===== src/rtl/branch_resolve_unit.sv =====
// branch_resolve_unit: MEM-stage branch/jump resolution, PC redirect and 2-bit BHT predictor
module branch_resolve_unit #(
    parameter int BHT_IDX_W = 6
) (
    input  logic        Clk,
    input  logic        reset,
    input  logic [31:0] IF_PC,
    output logic        IF_Predict,
    input  logic [1:0]  MEM_Branch,
    input  logic        MEM_Jump,
    input  logic        MEM_jr,
    input  logic        MEM_zero,
    input  logic        MEM_Predict,
    input  logic [31:0] MEM_readData1,
    input  logic [31:0] MEM_NextSeqPC,
    input  logic [31:0] MEM_JumpAddr,
    input  logic [31:0] MEM_BranchAddr,
    output logic        Redirect,
    output logic [31:0] RedirectPC,
    output logic        Flush,
    output logic [31:0] BranchCount,
    output logic [31:0] MispredictCount
);
    logic [1:0] bht [2**BHT_IDX_W];
    logic isBr, taken, mispredict, doUpdate;
    logic [31:0] instPC;
    logic [BHT_IDX_W-1:0] lookIdx, updIdx;
    logic unusedBits;
    // decode the branch kind and derive the BHT indices
    always_comb begin
        isBr = (MEM_Branch == 2'b01) | (MEM_Branch == 2'b10);
        taken = (MEM_Branch == 2'b01 & MEM_zero) | (MEM_Branch == 2'b10 & ~MEM_zero);
        mispredict = isBr & (taken != MEM_Predict);
        doUpdate = isBr & ~MEM_jr & ~MEM_Jump;
        instPC = MEM_NextSeqPC - 32'd4;
        lookIdx = IF_PC[BHT_IDX_W+1:2];
        updIdx = instPC[BHT_IDX_W+1:2];
        unusedBits = &{1'b0, IF_PC[31:BHT_IDX_W+2], IF_PC[1:0], instPC[31:BHT_IDX_W+2], instPC[1:0]};
    end
    // redirect priority jr > j > mispredicted branch; everything held low in reset
    always_comb begin
        Redirect = ~reset & (MEM_jr | MEM_Jump | mispredict);
        RedirectPC = reset ? 32'd0 :
                     MEM_jr ? MEM_readData1 :
                     MEM_Jump ? MEM_JumpAddr :
                     mispredict ? (taken ? MEM_BranchAddr : MEM_NextSeqPC) : 32'd0;
        Flush = Redirect;
        IF_Predict = ~reset & bht[lookIdx][1];
    end
    // train the saturating counters and count resolved/mispredicted branches
    always_ff @(posedge Clk) begin
        if (reset) begin
            for (int i = 0; i < 2**BHT_IDX_W; i++) bht[i] <= 2'b01;
            BranchCount <= 32'd0;
            MispredictCount <= 32'd0;
        end else if (doUpdate) begin
            bht[updIdx] <= taken ? (bht[updIdx] == 2'b11 ? 2'b11 : bht[updIdx] + 2'd1)
                                 : (bht[updIdx] == 2'b00 ? 2'b00 : bht[updIdx] - 2'd1);
            BranchCount <= BranchCount + 32'd1;
            MispredictCount <= MispredictCount + {31'd0, mispredict};
        end
    end
endmodule

===== config.mk =====
export PLATFORM = sky130hd
export DESIGN_NAME = branch_resolve_unit
export DESIGN_NICKNAME = d
export VERILOG_FILES = /design/src/rtl/branch_resolve_unit.sv
export SDC_FILE = /design/constraint.sdc
export NUM_CORES = 1
export LEC_CHECK = 0
export ABC_AREA = 1
export CAP_MARGIN = 5
export CORE_MARGIN = 8
export CORE_UTILIZATION = 45
export DETAILED_ROUTE_END_ITERATION = 7
export PLACE_DENSITY = 0.73
export RECOVER_POWER = 25
export SLEW_MARGIN = 0
export SYNTH_ARGS = -nofsm -noshare
export SYNTH_HDL_FRONTEND = slang
export SYNTH_SLANG_ARGS = --single-unit

===== constraint.sdc =====
create_clock -name Clk -period 4.01 [get_ports Clk]
set_input_delay 0.6015 -clock Clk [delete_from_list [all_inputs] [get_ports Clk]]
set_output_delay 0.6015 -clock Clk [all_outputs]
set_load 0.02 [all_outputs]

==> summary.txt <==
CTS
  • Root buffer cell: clkbuf_16
  • Clk_lat worst skew: 440 ps
  • Post-CTS setup buffers: 0
  • H-tree depth: 4
  • Max clock buf depth: 2
  • Clk pin slew, worst setup/hold paths: about 70 ps
  • Clock sinks: 192
  • CTS Buf Count: 17
  • TritonCTS clock tree: yes

Finish
  • Syn-to-layout area delta: 28.2%
  • Filler cell count in the final layout: about 2400
  • Leading cell types in the layout, fill and taps excluded: nand2_1 (478), nor2_1 (256), inv_1 (197)
  • Commonest non-fill, non-tap cell in the layout: nand2_1
  • Nets: 2069
  • Layout Cells excl Fill: approximately 2200
  • Layout cells sized above 1: 5.40%

Setup path
  • Crit path max-delay family: buffers and inverters
  • Setup crit end kind: primary output
  • Crit path DAT: around 3200 ps
  • CP Max Fanout: 10
  • Buf+Inv Stages, Crit Path: 6
  • Crit path required time: about 3400 ps
  • Crit path kind: in2out
  • Critical Path Slowest Stage Cell: clkdlybuf4s50_1
  • Max stage delay on crit path: 660 ps
  • Critical Path, Cell by Cell: clkdlybuf4s50_1 -> inv_1 -> ha_1 -> nand2_1 -> nand2_1 -> buf_4 -> inv_1 -> buf_4 -> or2_2 -> o211ai_1 -> a21oi_1 -> clkdlybuf4s50_1
  • Startpoint Class: input port

Detailed routing
  • # DRC: 0
  • Total vias in the final route: 12200
  • Top Metal Used: met4
  • Routed Antenna Nets: 0
  • DR iter-0 viols: about 1300
  • Met3 WL: 2970 um
  • Via-to-Cell Ratio: 5.44
  • DR WL/cell: between 15 and 20 um
  • Met2 Wirelength: 20900 um
  • DRT met1 WL: 16500 um
  • Pre-antenna DRT Iters: 5
  • Detailed Route WL: 41400 um

Power
  • Flop pwr share: 44.6%
  • Switch share: 30.1%
  • Lkg Pwr: roughly 6 nW
  • Clock network power share: between 30% and 40%
  • Switch Pwr: 1.45 mW
  • Worst vdd ir: 0.226 mV
  • Pwr/cell area: 315 mW/mm^2
  • Logic pwr share: 19.2%
  • P_int: around 3.4 mW

STA
  • Final Cycle Share: roughly 95%
  • Hold Vio Cnt, Final: 0
  • Final min period: about 3800 ps
  • Final setup violating endpoints: 0
  • Setup_tns: 0 ps
  • Fin. max-slew vios: 0
  • Worst-margin pin slew: 919 ps
  • RSZ-0062 raised after global routing: false
  • Max Fclk: 263 MHz
  • Clk_skew: 13.2 ps
  • Relative slew slack: 38.8%

Synthesis
  • Syn Nets: around 1900
  • Cells after Synth: 1695
  • Fraction of registers with async set/reset: 0%
  • Seq/Total Area, Yosys: 42.9%
  • Number of synthesized flops with an enable pin: ~130
  • Post-synth cell types: 39
  • Synth Area per Inst: 7.04 sq um
  • Post-synthesis register bit count: around 190
  • Mapped Area: between 0.01 and 0.015 sq mm
  • Ys Warns: 0
  • Post-synth top flop: edfxtp_1

GRT
  • Vias in the first global route: 11800
  • Antenna violations before repair: 0
  • Global Route Usage Sum: 25.4%
  • Pin count of the biggest net entering global routing: 77
  • Grt total ovfl: 0
  • First-pass GRT wire length: between 60000 and 70000 um

Floorplan
  • Num rows: a little under 60
  • Die Ht: 179 um
  • Initial Util: 45.8%
  • Die W: about 180 um
  • Die ar.: about 0.032 sq mm
  • # IOs: 267
  • Core area: approximately 0.026 sq mm

Placed design
  • Routability cong.: 0.962
  • Port Buffers: 240
  • Cell Count Post-Placement: between 2000 and 2500
  • HPWL after detailed placement: 29900 um

Status
  • Status: complete, no violations

Flow run
  • Maxcap violations: 0

Hold path
  • Min-Delay Path Class: reg2reg
sequential cells by signal, summed over array words and instances, names as in the netlist:
register / cells
bht: 128
MispredictCount: 32
BranchCount: 32
stage by stage:
step                      hold slack [ps]  instance area (sq um)  worst slack, ps  util (%)  power, mW
after floorplan                       557                  11900              954         -       2.70
after global placement                466                  14700              204      56.4       3.10
after detailed placement              478                  14700              141      56.4       3.11
after CTS                             493                  15300              122      58.8       4.82
after global routing                  534                  15300             31.5      58.7       4.99
final                                 499                  15300              208      58.7       4.81
Yosys cell counts (all sizes together), types with 2 or more instances:
cell type / instances / area share (%)
a22oi: 32 / 2.0
o21a: 4 / 0.25
edfxtp: 128 / 32
or2: 28 / 1.5
xor2: 20 / 1.5
nor3b: 10 / 0.63
clkbuf: 48 / 1.5
nand4: 15 / 0.79
dfxtp: 64 / 11
inv: 201 / 6.3
buf: 44 / 1.9
o211a: 2 / 0.17
nand3: 130 / 5.4
nor3: 36 / 1.5
ha: 6 / 0.63
a211oi: 3 / 0.19
a31oi: 2 / 0.10
nor4: 11 / 0.58
xnor2: 6 / 0.44
o21ai: 40 / 1.7
a21oi: 65 / 2.7
nor2: 259 / 8.2
o211ai: 36 / 2.3
o21bai: 9 / 0.57
nand2: 481 / 15
o221ai: 10 / 0.73
final cells by class:
| cell class | count | area (sq um) | area share (%) |
|---|---|---|---|
| Clock buffer | 18 | 450 | 2.94 |
| Sequential cell | 192 | 5120 | 33.5 |
| Inverter | 202 | 758 | 4.96 |
| Clock inverter | 14 | 158 | 1.03 |
| Multi-Input combinational cell | 1209 | 5660 | 37.0 |
| Timing Repair Buffer | 273 | 2730 | 17.8 |
| Tap cell | 335 | 419 | 2.74 |
| Antenna cell | 1 | 2.50 | 0.0164 |
worst paths after layout:
check        cells past startpoint  slack, ps           startpoint                  end
min                              2        500  MispredictCount[31]  MispredictCount[31]
min reg2reg                      2        500  MispredictCount[31]  MispredictCount[31]
max reg2reg                     10       1440       BranchCount[0]      BranchCount[26]
max                             12        210        MEM_Branch[0]       RedirectPC[25]
power by group through the flow:
| stage | clock network, mW | logic, mW | registers [mW] |
|---|---|---|---|
| 2_1_floorplan | 0 | 0.512 | 2.19 |
| 3_3_place_gp | 0 | 0.908 | 2.19 |
| 3_5_place_dp | 0 | 0.915 | 2.20 |
| 4_1_cts | 1.76 | 0.919 | 2.15 |
| 5_1_grt | 1.84 | 1.00 | 2.15 |
| 6_report | 1.74 | 0.926 | 2.15 |
worst reg2reg max path: cells and delay by family, from the launching register on:
| family | cells | cell delay [ps] |
|---|---|---|
| flops | 1 | 440 |
| fa+ha+maj | 1 | 200 |
| simple gates | 8 | 1620 |
| compound gates | 1 | 240 |
cell families (layout without fill, tap and decap cells):
family / after synthesis / count (layout) / share of synthesized area, %
AND/OR/NAND/NOR: 973 / 973 / 33.9
buffers and inverters: 294 / 507 / 9.79
AO/OA/AOI/OAI: 204 / 204 / 10.8
flip-flops: 192 / 192 / 42.9
XOR/XNOR: 26 / 26 / 1.91
adder cells (fa/ha/maj): 6 / 6 / 0.629
other: 0 / 1 / 0
repair_timing:
| item | CTS | global route |
|---|---|---|
| hold buffers | 0 | 0 |
| endpoints found under the setup margin | 0 | 1 |
| resized for setup | 0 | 1 |
per-layer routing:
metal	vias up	global-route usage, %
met4	0	7.54
met3	78	4.87
met5	-	0
met2	499	42.8
met1	5707	32.6
li1	5914	-
(Power assumes the default switching activity.)
